## src/rtl/uart_nec_cmd_ctrl.sv

```systemverilog
// Parses 4-byte UART frames (HDR, addr, cmd, addr^cmd) into a small command queue and dispatches them to an NEC transmitter.
// Latency: chk strobe at N -> nec_start at N+2 on an idle path; a full queue drops the frame with an overflow pulse.
module uart_nec_cmd_ctrl #(
    parameter int         TIMEOUT_CYC = 125000,
    parameter logic [7:0] HDR_BYTE    = 8'hAA,
    parameter int         FIFO_DEPTH  = 4
) (
    input  logic                          clock,
    input  logic                          reset,
    input  logic [7:0]                    rx_data,
    input  logic                          rx_valid,
    input  logic                          nec_busy,
    output logic                          nec_start,
    output logic [7:0]                    nec_addr,
    output logic [7:0]                    nec_cmd,
    output logic                          frame_err,
    output logic                          overflow,
    output logic [$clog2(FIFO_DEPTH):0]   q_level
);
    localparam int AW = (FIFO_DEPTH > 1) ? $clog2(FIFO_DEPTH) : 1;
    localparam int LW = $clog2(FIFO_DEPTH) + 1;
    localparam int TW = (TIMEOUT_CYC > 2) ? $clog2(TIMEOUT_CYC) : 1;

    typedef enum logic [1:0] {P_HDR, P_ADDR, P_CMD, P_CHK} p_state_t;
    typedef enum logic [1:0] {D_IDLE, D_ACK, D_RUN} d_state_t;

    p_state_t        p_state, p_next;
    d_state_t        d_state, d_next;
    logic [7:0]      addr_r, cmd_r;
    logic [TW-1:0]   tmo_cnt, tmo_next;
    logic [3:0]      ack_cnt, ack_next;
    logic            chk_ok, chk_bad, tmo_fire, ack_err;
    logic            push, pop, q_full, q_empty;
    logic [AW-1:0]   wr_ptr, rd_ptr;
    logic [LW-1:0]   q_cnt;
    logic [15:0]     mem [FIFO_DEPTH];

    assign q_full  = (q_cnt == LW'(FIFO_DEPTH));
    assign q_empty = (q_cnt == '0);
    assign push    = chk_ok && !q_full;
    assign q_level = q_cnt;

    // A byte arriving in the expiry cycle wins over the timeout.
    always_comb begin
        p_next   = p_state;
        tmo_next = tmo_cnt;
        chk_ok   = 1'b0;
        chk_bad  = 1'b0;
        tmo_fire = 1'b0;
        if (rx_valid) begin
            tmo_next = '0;
            case (p_state)
                P_HDR:   if (rx_data == HDR_BYTE) p_next = P_ADDR;
                P_ADDR:  p_next = P_CMD;
                P_CMD:   p_next = P_CHK;
                default: begin
                    p_next = P_HDR;
                    if (rx_data == (addr_r ^ cmd_r)) chk_ok  = 1'b1;
                    else                             chk_bad = 1'b1;
                end
            endcase
        end else if (p_state != P_HDR) begin
            if (tmo_cnt == TW'(TIMEOUT_CYC - 1)) begin
                tmo_fire = 1'b1;
                p_next   = P_HDR;
                tmo_next = '0;
            end else begin
                tmo_next = tmo_cnt + 1'b1;
            end
        end
    end

    always_comb begin
        d_next   = d_state;
        ack_next = ack_cnt;
        pop      = 1'b0;
        ack_err  = 1'b0;
        case (d_state)
            D_IDLE: if (!q_empty && !nec_busy) begin
                pop      = 1'b1;
                ack_next = '0;
                d_next   = D_ACK;
            end
            D_ACK: begin
                if (nec_busy) begin
                    d_next = D_RUN;
                end else if (ack_cnt == 4'd15) begin
                    ack_err = 1'b1;
                    d_next  = D_IDLE;
                end else begin
                    ack_next = ack_cnt + 4'd1;
                end
            end
            D_RUN:   if (!nec_busy) d_next = D_IDLE;
            default: d_next = D_IDLE;
        endcase
    end

    always_ff @(posedge clock or negedge reset) begin
        if (!reset) begin
            p_state   <= P_HDR;
            d_state   <= D_IDLE;
            addr_r    <= 8'h00;
            cmd_r     <= 8'h00;
            tmo_cnt   <= '0;
            ack_cnt   <= '0;
            wr_ptr    <= '0;
            rd_ptr    <= '0;
            q_cnt     <= '0;
            nec_start <= 1'b0;
            nec_addr  <= 8'h00;
            nec_cmd   <= 8'h00;
            frame_err <= 1'b0;
            overflow  <= 1'b0;
        end else begin
            p_state   <= p_next;
            d_state   <= d_next;
            tmo_cnt   <= tmo_next;
            ack_cnt   <= ack_next;
            if (rx_valid && p_state == P_ADDR) addr_r <= rx_data;
            if (rx_valid && p_state == P_CMD)  cmd_r  <= rx_data;
            if (push) wr_ptr <= wr_ptr + 1'b1;
            if (pop) begin
                rd_ptr   <= rd_ptr + 1'b1;
                nec_addr <= mem[rd_ptr][15:8];
                nec_cmd  <= mem[rd_ptr][7:0];
            end
            q_cnt     <= q_cnt + LW'(push) - LW'(pop);
            nec_start <= pop;
            frame_err <= chk_bad || tmo_fire || ack_err;
            overflow  <= chk_ok && q_full;
        end
    end

    // Storage needs no reset: occupancy is tracked by q_cnt alone.
    always_ff @(posedge clock) begin
        if (push) mem[wr_ptr] <= {addr_r, cmd_r};
    end
endmodule

```

## config.mk

```make
export PLATFORM = sky130hd
export DESIGN_NAME = uart_nec_cmd_ctrl
export DESIGN_NICKNAME = d
export VERILOG_FILES = /design/src/rtl/uart_nec_cmd_ctrl.sv
export SDC_FILE = /design/constraint.sdc
export NUM_CORES = 1
export LEC_CHECK = 0
export ABC_AREA = 1
export ABC_CLOCK_PERIOD_IN_PS = 5300
export CAP_MARGIN = 20
export CORE_MARGIN = 2
export CORE_UTILIZATION = 40
export DETAILED_ROUTE_END_ITERATION = 12
export PLACE_DENSITY_LB_ADDON = 0.1
export SLEW_MARGIN = 20
export SYNTH_ARGS = -nofsm -noshare
export SYNTH_HDL_FRONTEND = slang
export SYNTH_SLANG_ARGS = --single-unit
```

## constraint.sdc

```tcl
create_clock -name clock -period 5.3 [get_ports clock]
set_input_delay 0.795 -clock clock [delete_from_list [all_inputs] [get_ports clock]]
set_output_delay 0.795 -clock clock [all_outputs]
set_load 0.05 [all_outputs]
```

# Word-level counts from Yosys, hierarchy flattened
# Memory sizes are Yosys's and may differ from the RTL's. A register that Yosys moved wholly into a read port is not among the register bits.
# Index checks and enable logic that the tools add are counted.
# Widths: inputs -> output; s select.
op_classes:
  n_addsub: 6
  n_shift: 0
  mux: 33
  n_bitwise: 1
  reduce_logical: 22
  n_eq_ne: 15
  n_div: 0
  n_lt_le_gt_ge: 0
  n_mul: 0
ops:
  columns: ["op", "count"]
  rows:
  - ["$mux 17", 3]
  - ["$add 17x1->17 const B", 1]
  - ["$eq 17x17->1 const B", 1]
  - ["$mux 1", 16]
  - ["$mux 2", 8]
  - ["$mux 4", 3]
  - ["$pmux 2 s3", 2]
  - ["$eq 8x8->1", 1]
  - ["$eq 8x8->1 const B", 1]
  - ["$ne 2x2->1 const B", 4]
  - ["$pmux 4 s2", 1]
  - ["$reduce_bool 2->1", 4]
  - ["$xor 8x8->8", 1]
  - ["$ne 3x3->1 const B", 2]
  - ["$reduce_and 3->1", 2]
  - ["$logic_and 1x1->1", 5]
  - ["$add 2x1->2 const B", 2]
  - ["$add 4x1->4 const B", 1]
  - ["$eq 2x1->1 const B", 2]
  - ["$eq 2x2->1 const B", 2]
  - ["$eq 4x4->1 const B", 1]
  - ["$logic_not 1->1", 4]
  - ["$logic_not 2->1", 2]
  - ["$reduce_and 4->1", 1]
  - ["6 further kinds", 7]
totals:
  ff_bits: 51
  n_memories: 1
  ram_bits: 64
  latch_bits: 0
  inputBits: 12
  mem_bits_ro: 0
memory_table:
  columns: ["name", "words", "word_bits", "read_ports", "rd_clocked_by_memory_dff", "write_ports", "line", "text"]
  rows:
  - ["mem", 4, 16, 1, 1, 1, "36", "logic [15:0] mem [FIFO_DEPTH];"]

# Longest topological paths before layout
# Gate-level depths: netlist of the first run.
logic_depth:
  word_depth: 8
  depth_mapped: 13
  depth_no_buf: 13

# Least setup slack after synthesis of the first run
# No wires, ideal clock.
synth_timing:
  kind: "in2reg"
  start: "input rx_data[2]"
  end: "register q_cnt[2] (netlist: q_level[2])"
  t_arrival_ps: 2452
  setup_ps: 130
  path_stages: 13
  path_buffers: 0
  required_time_ps: 5170
  setup_slack_ps: 2719
  cell_sequence: "inv_2 > nand2_1 > nand2_1 > nand2_1 > nand2_1 > nand2_1 > nor2_1 > nand4_2 > ha_1 > inv_1 > ha_1 > fa_1 > xor2_1"
synth_via:
  elab_chain_cells: 7
synth_rtl:
  columns: ["element", "line", "text"]
  rows:
  - ["from (decl)", "10", "input logic [7:0] rx_data,"]
  - ["$eq 8x8->1", "58", "if (rx_data == (addr_r ^ cmd_r)) chk_ok = 1'b1;"]
  - ["$mux 1", "58", null]
  - ["$mux 1", "52", "case (p_state)"]
  - ["$mux 1", "50", "if (rx_valid) begin"]
  - ["$logic_and 1x1->1", "40", "assign push = chk_ok && !q_full;"]
  - ["$add 3x1->3", "128", "q_cnt <= q_cnt + LW'(push) - LW'(pop);"]
  - ["$sub 3x1->3", "128", null]
  - ["to (signal assigned)", "128", null]
  - ["to (decl)", "35", "logic [LW-1:0] q_cnt;"]
# Every way passes these cells.
# A chain may end at the register's enable or synchronous reset.

# Worst setup path after layout of the first run
layout_timing:
  start: "input rx_valid"
  end: "register q_cnt[2] (netlist: q_level[2])"
layout_via:
  elab_chain_cells: 4
layout_rtl:
  columns: ["element", "line", "text"]
  rows:
  - ["from (decl)", "11", "input logic rx_valid,"]
  - ["$mux 1", "50", null]
  - ["$logic_and 1x1->1", "40", null]
  - ["$add 3x1->3", "128", null]
  - ["$sub 3x1->3", "128", null]
# Every way passes these cells.

==> results of run 1 <==
==> how the worst max path moves through the flow <==
stage / cells past startpoint / start / endpoint / slack [ns]
after floorplan: 13 / rx_data[2] / q_level[2] / 2.72
after global placement: 9 / rx_data[2] / mem[0][14] / 1.84
after detailed placement: 9 / rx_valid / q_level[2] / 1.96
after CTS: 9 / rx_valid / q_level[2] / 2.40
after global routing: 14 / rx_data[2] / q_level[2] / 2.21
final: 9 / rx_valid / q_level[2] / 2.41
==> sequential cells by signal (all words and copies together) (netlist names) <==
register / cells
ack_cnt: 4
addr_r: 8
cmd_r: 8
d_state: 2
frame_err: 1
mem: 64
nec_addr: 8
nec_cmd: 8
nec_start: 1
overflow: 1
p_state: 2
q_level: 3
rd_ptr: 2
tmo_cnt: 17
wr_ptr: 2
==> kinds of logic (layout without fill, tap and decap cells) <==
group,after synthesis,after routing
xor gates and xnor gates,7,7
DFF,131,131
adders and majority gates,13,13
AOI/OAI and AO/OA,85,85
buffers and inverters,82,135
and+or+nand+nor,306,306
==> cells in the final DEF, fill, tap and decap left out, drive strengths merged, types with 4 or more instances in the layout <==
cell type,Yosys,final
nand2,172,172
buf,5,5
nor2,79,79
dfrtp,67,67
o21ai,64,64
nand4,10,10
ha,12,12
nor3,9,9
inv,67,67
xor2,6,6
o22ai,16,16
clkinv,0,4
clkdlybuf4s50,0,32
nand3,32,32
edfxtp,64,64
clkbuf,10,24
==> layout make-up <==
cell class                      instances  area [µm²]
Fill cell                            1357        7500
Inverter                               67         251
Clock buffer                           24         452
Timing Repair Buffer                   37         355
Tap cell                              184         230
Clock inverter                          7         109
Sequential cell                       131        3600
Multi-Input combinational cell        411        1990
==> where the power goes <==
part | internal [mW] | switching [mW]
registers | 1.30 | 0.261
logic | 0.399 | 0.797
clock network | 0.733 | 0.404
==> per-layer routing <==
layer	up-vias	GRT usage (%)
met4	0	4.97
met1	1986	23.0
met3	8	4.54
met5	-	0
li1	2151	-
met2	72	27.6
==> critical path, delay by kind of cell <==
family / cells / cell delay (ns)
buf+inv: 3 / 0.94
fa+ha+maj: 3 / 0.91
simple gates: 2 / 0.38
xor+xnor: 1 / 0.16
==> results list, run 1 <==
- The critical path goes through clkdlybuf4s50_1 -> nand2_1 -> inv_1 -> nand4_2 -> ha_1 -> inv_1 -> ha_1 -> fa_1 -> xor2_1.
- STA classifies the critical path startpoint as a primary input.
* Met2 layer wire length in the routed design: a little under 6000 µm
- Top area cells in the synthesized netlist: edfxtp_1 (33%), dfrtp_1 (28%), nand2_1 (11%)
- Routed metal-1 wirelength: a little over 6000 µm
- Per-cell via count in the routed design: 4.90
* Antenna violations before repair: 0
- Cell taking the most area after synthesis: edfxtp_1
- Leading cell types by count after synthesis: nand2_1 (169), nor2_1 (74), dfrtp_1 (67)
- Buffers placed on the I/O ports in this run total 33.
* Delay of the slowest critical-path stage: roughly 0.75 ns
* Final hold slack: 0.403 ns
- The worst setup path is captured at a flip-flop.
- CTS buffer count: 17
* Final nets: 690
- Across all register-to-register paths, the minimum setup slack is 2.72 ns.
- Gate count after technology mapping: ~620
- Area share of xor/xnor cells in the synthesized design: 1.04%
- RR Endpoint: q_level[2]
- Counting cells, the worst reg-to-reg path comes to 13.
* Count of instances resized after the clock tree is built: 0
- Setup violations remaining at the end of the flow were counted as 0.
* I/O pin count: 34
- Post-detailed-route wirelength per cell: 14.7 µm
- Mean post-synth cell area: 9.46 µm²
* Worst slack after detailed placement: 1.96 ns
- Tightest Hold Check Type: in2async
- Of all nets on the critical path, the largest fanout is 10.
* Critical path data arrival time: 3.18 ns
- Synthesized flop and latch total: 131
* Setup slack after layout: around 2.4 ns
- The flow ran to the end, and the final reports show no timing, DRC or antenna violations.
- Cell with the most instances after synthesis: nand2_1
- Initial cell density of the core: between 40% and 50%
- On the final layout, the worst clock skew is 0.00880 ns.
- Share of cells above drive strength 1: 7.39%
- The detailed router finished its first iteration with 239 violations.
- Multiplexer area fraction after synthesis: 0%
* Max Clk Rate: 346 MHz
- First-pass GRT wire length: 21,100 µm
* Count of flip-flops with a built-in enable after synthesis: 64
- Main combinational cell family by area after synthesis: simple AND/OR/NAND/NOR gates
- Number of optimization iterations in the first detailed-route pass: 4
- Post-route clock period utilization: 54.6%
- Post-synthesis share of cell area spent on full adders, half adders and majority gates: 2.88%
- Slew @ Worst Pin: 1.07 ns
- 0 antenna diodes ended up in the layout.
- Overall Power: 3.90 mW
- Number of placed instances, taps included: 830
- Maximum number of pins on one net before global-route repair: 43
- Fin cells: 861
- For this run, the share of the core covered by cells in the final layout is between 40% and 50%.
- The wire-length estimate of the detail-placed layout is 8490 µm.
- Summing every instance area after synthesis gives roughly 0.0059 mm².
* Tmin final: ~2.9 ns
* Beginning of the worst register-to-register path: addr_r[4]
- Max-slew headroom at the worst pin: 28.6%
* Crit path kind: in2reg
- All-Layer GR Usage: 17.2%
* Share of synthesized registers carrying an async set or reset: between 50% and 60%
- Root Driver: clkbuf_16
- Setup Fix Bufs, Post-CTS: 0
- WL final: around 13,000 µm
* Die ar.: roughly 0.016 mm²
* Required arrival time at the worst endpoint: 5.59 ns
- Grt total ovfl: 0
* Die extent in x: 125 µm
- Post-layout instance area: about 0.0070 mm²
- In this run the standard cell core region covers 0.0145 mm².
* Total Neg Setup Slack: 0 ns
* Total number of vias: around 4,200
- TritonCTS built the clock tree.
* Max-cap violation count: 0
* Sequential area share after synthesis: 61.0%
- Yosys warnings: 0
- Counting distinct cell types in the post-synthesis netlist gives 33.
- The number of nets in the synthesized netlist is between 600 and 700.
- The analysis attributes to cell leakage a power of 2.98 nW.
* Main flop type after synthesis: dfrtp_1
* Deepest level of the CTS H-tree: 4
- Number of hold buffers added after cts: 0
* Unrepaired setup endpoints after global routing: false
* Share of the synthesized area in the top cell type: approximately a third
- Layout area overhead: 18.3%
- For this design, the slowest cell found on the critical path is clkdlybuf4s50_1.
- Measured along the y axis, the die boundary spans 125 µm.
- Clock tree synthesis found a total of 131 sinks.
- Vias in the first global route: just over 4,000
- Counting along the longest clock path gives a buffer depth of 2.
* Remaining antenna violation count: 0
* DRC errors left: 0
* Number of pins with negative max-slew slack in the final report: 0
* Clk slew on worst S/H paths: ~0.05 ns
* Number of endpoints with negative hold slack in the final report: 0
* IR Drop Worst-Case VDD: 0.245 mV
* Top routing layer in use: met4
* Routed length on met3: ~450 µm
- The synthesized netlist devotes around 7.7% of its cell area to compound gates.
* FP Rows: 44
* RD Place Congestion: 0.820
- Dividing total power by cell area gives a power density of 558 mW/mm².
* Simple-gate area share of the yosys netlist: 22.0%
- Summing all placed instances gives a cell area of 0.00642 mm².
- Skew-Pair Late Insertion Delay: 0.41 ns
(Power assumes the default switching activity.)
==> inputs of run 2 (changes only) <==
--- a/config.mk
+++ b/config.mk
@@ -6,7 +6,7 @@
 export NUM_CORES = 1
 export LEC_CHECK = 0
 export ABC_AREA = 1
-export ABC_CLOCK_PERIOD_IN_PS = 5300
+export ABC_CLOCK_PERIOD_IN_PS = 2400
 export CAP_MARGIN = 20
 export CORE_MARGIN = 2
 export CORE_UTILIZATION = 40
==> constraint.sdc (replaced) <==
create_clock -name clock -period 2.4 [get_ports clock]
set_input_delay 0.36 -clock clock [delete_from_list [all_inputs] [get_ports clock]]
set_output_delay 0.36 -clock clock [all_outputs]
set_load 0.05 [all_outputs]
==> run 2 against run 1 <==
- core utilization rose by 2.4 points
- critical path type is now reg2reg
- largest cell class unchanged
- clock skew shrank 0.0021 ns
- register-to-register slack lost 2.6 ns
- clock power up 110%
==> results list, run 2 (synthesis gave the netlist of run 1 again) <==
* Result of the run: finished clean
- Clk slew on worst S/H paths: 0.06 ns (about the same)
- Maximum number of pins on one net before global-route repair: 34 (-21%)
* DRC errors left: 0 (unchanged)
- The detailed-router iteration count before antenna repair is 4 (unchanged).
- The number of nets in the layout was 731 (+5.9%).
- Worst slack after detailed placement: -0.324 ns (-2.28 ns)
* Skew-Pair Late Insertion Delay: 0.42 ns (about the same)
- The worst hold slack across all endpoints was 0.415 ns (+0.0117 ns).
* Leading cell type in the layout, fill and taps excluded: nand2_1
* Die ar.: 0.0157 mm² (unchanged)
- The net switching fraction of the power came to 38.3% (+0.74 points).
* Skew final: 0.00670 ns (-0.00210 ns)
- Die extent in x: 125 µm (unchanged)
* Crit path kind: reg2reg
* Antenna violations before repair: 0 (unchanged)
- Critical path data arrival time: 2.54 ns (-0.64 ns)
- Max FO, Critical Path: 4 (-6)
- The total overflow reported by the global router came to 0 (unchanged).
- Share of cells above drive strength 1: 13.6% (+6.2 points)
* Vias in the first global route: 4,254 (+2.7%)
- Cell area power density: 1200 mW/mm² (+110%)
- The worst path in the final design needs a cycle of 2.25 ns, including I/O delays and setup.
- The maximum level of the CTS H-tree was 4 (unchanged).
- Derived from the worst setup path, the maximum achievable clock frequency is between 400 and 500 MHz.
- The average wire per cell in the routed design is 14.3 µm (-3.2%).
- The relative max-transition margin came to 64.9% (+36 points).
- The switching component of the power was 3.35 mW (+130%).
- The sink count of the clock tree is 131 (unchanged).
- Fin cells: 903 (+4.9%)
- The leakage power total is 3.18 nW (+6.7%).
- The share of total power in combinational logic is 37.1% (+6.4 points).
* Clk buf depth: 2 (unchanged)
- Layout area overhead: 24.2%
- Clock power share: 26.9% (-2.3 points)
- Total number of vias: 4,373 (+3.7%)
- All-Layer GR Usage: 17.4% (+0.19 points)
* Count of antenna diodes in the layout: 0 (unchanged)
* Required arrival time at the worst endpoint: 2.69 ns (-2.90 ns)
- Worst Setup Start Kind: flip-flop
* RD Place Congestion: 0.882 (+7.6%)
- The die span in y came to 125 µm (unchanged).
- The highest ir drop seen on vdd came to 0.453 mV (+85%).
- FP Rows: 44 (unchanged)
- WL final: 12,900 µm (+1.5%)
* Largest registers in the final layout: mem x64, tmo_cnt x17
- The final critical path takes up about 94% of the cycle.
* Max FFs per register: 64 (unchanged)
* I/O pin count: 34 (unchanged)
- Total Neg Setup Slack: 0 ns (unchanged)
* Remaining antenna violation count: 0 (unchanged)
- The final number of setup-violating endpoints came to 0 (unchanged).
- TritonCTS clock tree: done
- CTS placed an instance of clkbuf_16 at the clock tree root.
- STA classifies the critical path endpoint as a flip-flop.
* Sequential cell fraction of total power: 36.0% (-4.2 points)
* Count of buffers inserted at the top-level ports: 33 (unchanged)
- Initial drt markers: 265 (+11%)
- Per-cell via count in the routed design: 4.84 (-1.1%)
- Beginning of the worst register-to-register path: cmd_r[1]
- Final design utilization: 50.6% (+2.4 points)
* Overall Power: 8.76 mW (+120%)
- In the layout the commonest cells are nand2_1 (169), nor2_1 (72), dfrtp_1 (67).
- Instance area after placement: 0.00674 mm² (+5.0%)
- The count of final max-slew check failures came to 0 (unchanged).
* Final HPWL DP: 8910 µm (+5.0%)
- The register with the most flip-flops in the final layout is mem.
- Post-layout instance area: 0.00733 mm² (+5.0%)
- The critical path starts at cmd_r[1].
- Number of endpoints with negative hold slack in the final report: 0 (unchanged)
* First-pass GRT wire length: 21,200 µm (+0.69%)
- The final worst-path setup slack came to 0.150 ns (-2.26 ns).
- Initial cell density of the core: 40.8% (unchanged)
* Design internal power: 5.41 mW (+120%)
- Unrepaired setup endpoints after global routing: false
- Core area: 0.0145 mm² (unchanged)
- The min-delay analysis places its worst path in the category in2async.
* Max-cap violation count: 0 (unchanged)
- CTS buffer count: 17 (unchanged)
- The number of fill cells was 1,339 (-1.3%).
* Slew @ Worst Pin: 0.525 ns (-0.546 ns)
- Number of placed instances, taps included: 867 (+4.5%)
run 2: cell count changes in the layout (fill, tap and decap cells not counted), moves of 2 or more:
cell        previous run  this run
clkbuf_1               7         0
clkinv_4               0         3
buf_4                  4        40
bufinv_16              3         1
clkinv_2               3         5
buf_12                 0         4
clkinvlp_4             0         4
run 2: final cells by class:
class / instances / area [µm²] / share of cell area, %
clock inverter: 15 / 119 / 1.62
timing repair buffer: 78 / 716 / 9.77
sequential: 131 / 3600 / 49.1
clock buffer: 17 / 425 / 5.81
multi-input combinational: 411 / 1990 / 27.1
tap: 184 / 230 / 3.14
inverter: 67 / 251 / 3.43
run 2: power by group through the flow:
| stage | logic [mW] | registers, mW | clock network [mW] |
|---|---|---|---|
| final | 3.25 | 3.15 | 2.36 |
| after global routing | 3.61 | 3.21 | 2.52 |
| after CTS | 3.25 | 3.16 | 2.41 |
| after detailed placement | 3.23 | 3.20 | 0 |
| after global placement | 3.17 | 3.18 | 0 |
| after floorplan | 1.46 | 3.79 | 0 |
run 2: per-layer routing:
| layer | part of all wire, % | GRT usage [%] |
|---|---|---|
| met1 | 47 | 22.3 |
| met5 | 0 | 0 |
| met3 | 3.0 | 4.32 |
| met4 | 1.6 | 6.73 |
| met2 | 48 | 28.4 |
run 2: repair_timing:
action / in CTS / in global routing
hold endpoints to repair: 14 / 0
buffers inserted: 0 / 3
hold buffers: 1 / 0
endpoints found under the setup margin: 0 / 1
gates resized for setup: 0 / 3
run 2: critical path, stage by stage, from the launching register on:
cell and delay [ns]:
dfrtp_1 0.41, inv_1 0.07, nand2_1 0.08, nand2_1 0.10, nand2_1 0.05, nand2_1 0.05
nand3_1 0.09, nor2_2 0.15, nand4_2 0.11, ha_1 0.30, inv_1 0.04, ha_1 0.18
fa_2 0.34, xor2_1 0.16
run 2: path summary, 6_finish.rpt:
kind / endpoint / slack (ns) / cells after the start
min: nec_addr[5] / 0.41 / 2
min reg2reg: nec_addr[6] / 0.47 / 2
max: q_level[2] / 0.15 / 13
min in group clock: nec_addr[6] / 0.47 / 2
max reg2reg: q_level[2] / 0.15 / 13
max in group asynchronous: tmo_cnt[16] / 1.40 / 3
==> inputs of run 3 (changes only) <==
--- a/config.mk
+++ b/config.mk
@@ -12,6 +12,7 @@
 export CORE_UTILIZATION = 40
 export DETAILED_ROUTE_END_ITERATION = 12
 export PLACE_DENSITY_LB_ADDON = 0.1
+export RECOVER_POWER = 25
 export SLEW_MARGIN = 20
 export SYNTH_ARGS = -nofsm -noshare
 export SYNTH_HDL_FRONTEND = slang
==> run 3 against run 2 <==
- count of clock-buffer cells in the layout unchanged
- final area decreased by 0.77%
- critical path depth unchanged
- combinational power decreased by 3%
- global-route usage unchanged
- power decreased by 1.0%
- routed wire length increased by 0.11%
- fmax decreased by 0.22%
- worst setup slack got worse by 0.0051 ns
==> results list, run 3 (synthesis gave the netlist of run 1 again) <==
- Slew @ Worst Pin: 1.03 ns (+0.509 ns)
* Deepest level of the CTS H-tree: 4 (unchanged)
- Final hold slack: 0.474 ns (+0.0597 ns)
- The required time of the worst setup path was 2.70 ns (about the same).
* Slowest-stage cell, CP: dfrtp_1
- The flip-flop count of the largest register after layout was 64 (unchanged).
- Maximum number of pins on one net before global-route repair: 34 (unchanged)
* Die Y-Extent: 125 µm (unchanged)
- Tightest Hold Check Type: reg2reg
- Final design utilization: 50.2% (-0.39 points)
- The final hold violation count was 0 (unchanged).
* Total clock sinks: 131 (unchanged)
- Unrepaired setup endpoints after global routing: false
- The number of remaining DRC errors was 0 (unchanged).
- Per-cell via count in the routed design: 4.85 (+0.14%)
- The highest ir drop seen on vdd came to 0.446 mV (-1.7%).
- The power density over the cells was 1190 mW/mm² (-0.26%).
* Post-route clock period utilization: 94.0% (+0.21 points)
- The count of final max-slew check failures was 0 (unchanged).
* Antenna violations before repair: 0 (unchanged)
- The pre-CTS setup slack is -0.324 ns (unchanged).
- By instance count, the cell type seen most on the critical path is nand2_1.
- The area growth from synthesis to layout is 23.2%.
- Most frequent cells in the layout: nand2_1 (169), nor2_1 (73), dfrtp_1 (67)
- Buf+Inv Stages, Crit Path: 2 (unchanged)
* Post-layout instance area: 0.00727 mm² (-0.77%)
* Tmin final: 2.25 ns (+0.00506 ns)
- Max-slew headroom at the worst pin: 31.0% (-34 points)
- Delay of the slowest critical-path stage: 0.41 ns (about the same)
- The arrival time reported for the critical path endpoint was 2.55 ns (about the same).
- The standard cell core area was 0.0145 mm² (unchanged).
- The layout cell share with drive strength beyond 1 is 11.4% (-2.2 points).
* Count of antenna diodes in the layout: 0 (unchanged)
- Cells along the critical path: inv_1 -> nand2_1 -> nand2_1 -> nand2_1 -> nand2_1 -> nand3_1 -> nor2_2 -> nand4_2 -> ha_1 -> inv_1 -> ha_1 -> fa_2 -> xor2_1
- Root Driver: clkbuf_16
* Final-layout fill cell count: 1,353 (+1.0%)
- TritonCTS built the clock tree.
* Max FO, Critical Path: 4 (unchanged)
- The antenna violation net count after detailed routing is 0 (unchanged).
* RD Place Congestion: 0.882 (unchanged)
- Die extent in x: 125 µm (unchanged)
- The upper clock frequency limit was 443 MHz (-0.22%).
- The number of top-level pins came to 34 (unchanged).
- The final worst-path setup slack came to 0.145 ns (-0.00506 ns).
* All-Layer GR Usage: 17.4% (unchanged)
- Initial drt markers: 271 (+2.3%)
- Final nets: 731 (unchanged)
- The overall via count from detail_route is 4,379 (+0.14%).
- The final setup skew is 0.00551 ns (-0.00120 ns).
- Reg with most FFs: mem
* Vias in the first global route: 4,254 (unchanged)
* Max-cap violation count: 0 (unchanged)
* Largest registers in the final layout: mem x64, tmo_cnt x17
* Instance area after placement: 0.00674 mm² (unchanged)
* Nature of the critical path endpoint: flip-flop
- The detailed-router iteration count before antenna repair was 4 (unchanged).
- Worst Setup Start Kind: flip-flop
- Number of failing setup endpoints in the final timing report: 0 (unchanged)
- The number of core rows came to 44 (unchanged).
- Grt total ovfl: 0 (unchanged)
- The critical path is of the reg2reg type.
- Clk slew on worst S/H paths: 0.06 ns (about the same)
* Leading cell type in the layout, fill and taps excluded: nand2_1
- The flow ran to the end, and the final reports show no timing, DRC or antenna violations.
- The clock latency of the later-clocked register in the worst-skew pair came to 0.42 ns (about the same).
- Post-detailed-route wirelength per cell: 14.3 µm (+0.11%)
- CTS buffer count: 17 (unchanged)
* WL final: 12,900 µm (+0.11%)
- The number of port buffers came to 33 (unchanged).
* Die ar.: 0.0157 mm² (unchanged)
- The maximum count of clock buffers along a single path was 2 (unchanged).
- The HPWL reported at the end of detailed placement came to 8910 µm (unchanged).
- First-pass GRT wire length: 21,200 µm (unchanged)
- Leak pwr: 3.13 nW (-1.8%)
- The starting utilization of the core area was 40.8% (unchanged).
- The kind of cell with the highest combined delay along the critical path is adder cells.
## run 3: cell types whose count changed in the layout (fill, tap and decap cells not counted)
| cell | previous run | this run |
|---|---|---|
| buf_2 | 1 | 0 |
| buf_4 | 40 | 26 |
| clkbuf_1 | 0 | 15 |
| nor2_1 | 72 | 73 |
| nor2_2 | 6 | 5 |
## run 3: final timing paths
| check | to | from | slack, ns | cells past startpoint |
|---|---|---|---|---|
| worst min-delay path | nec_addr[6] | nec_addr[6] | 0.47 | 2 |
| worst min register to register | nec_addr[6] | nec_addr[6] | 0.47 | 2 |
| max in group asynchronous | tmo_cnt[16] | reset | 0.94 | 3 |
| min in group asynchronous | nec_addr[5] | reset | 0.64 | 2 |
| worst max register to register | q_level[2] | cmd_r[1] | 0.15 | 13 |
| worst max-delay path | q_level[2] | cmd_r[1] | 0.15 | 13 |
## run 3: timing repair
item | CTS | global route
endpoints found under the hold margin | 14 | 0
setup buffers | 0 | 3
gates resized for setup | 0 | 3
hold buffers | 1 | 0
setup endpoints to repair | 0 | 1
## run 3: power by group
part	leakage, nW	switching (mW)	internal, mW
Combinational	1.42	2.13	1.03
Sequential	1.45	0.264	2.88
Clock	0.259	0.954	1.41
Total	3.13	3.35	5.32
## run 3: routing by layer
| layer | vias up | part of all wire (%) | global-route usage (%) |
|---|---|---|---|
| met5 | - | 0 | 0 |
| met4 | 0 | 1.6 | 6.73 |
| met3 | 18 | 2.8 | 4.32 |
| met2 | 64 | 48 | 28.4 |
| met1 | 2076 | 48 | 22.3 |
| li1 | 2221 | - | - |
## run 3: layout make-up
type | instances | area (µm²) | area share [%]
repair buffers | 78 | 662 | 9.10
clock inverters | 15 | 119 | 1.63
inverters | 67 | 251 | 3.46
well taps | 184 | 230 | 3.17
flip-flops and latches | 131 | 3600 | 49.5
multi-input cells | 411 | 1990 | 27.3
clock buffers | 17 | 425 | 5.85
## run 3: worst min-delay path, cell delays in order (launching register included)
cell	delay, ns
dfrtp_1	0.34
nand2_1	0.05
nand2_1	0.05
## run 3: per-stage QoR
step,TNS (ns),power (mW),cells
finish,0,8.67,903
global route,0,9.25,903
CTS,0,8.82,900
detailed placement,-0.535,6.43,867
global placement,-0.419,6.36,867
floorplan,0,5.25,624
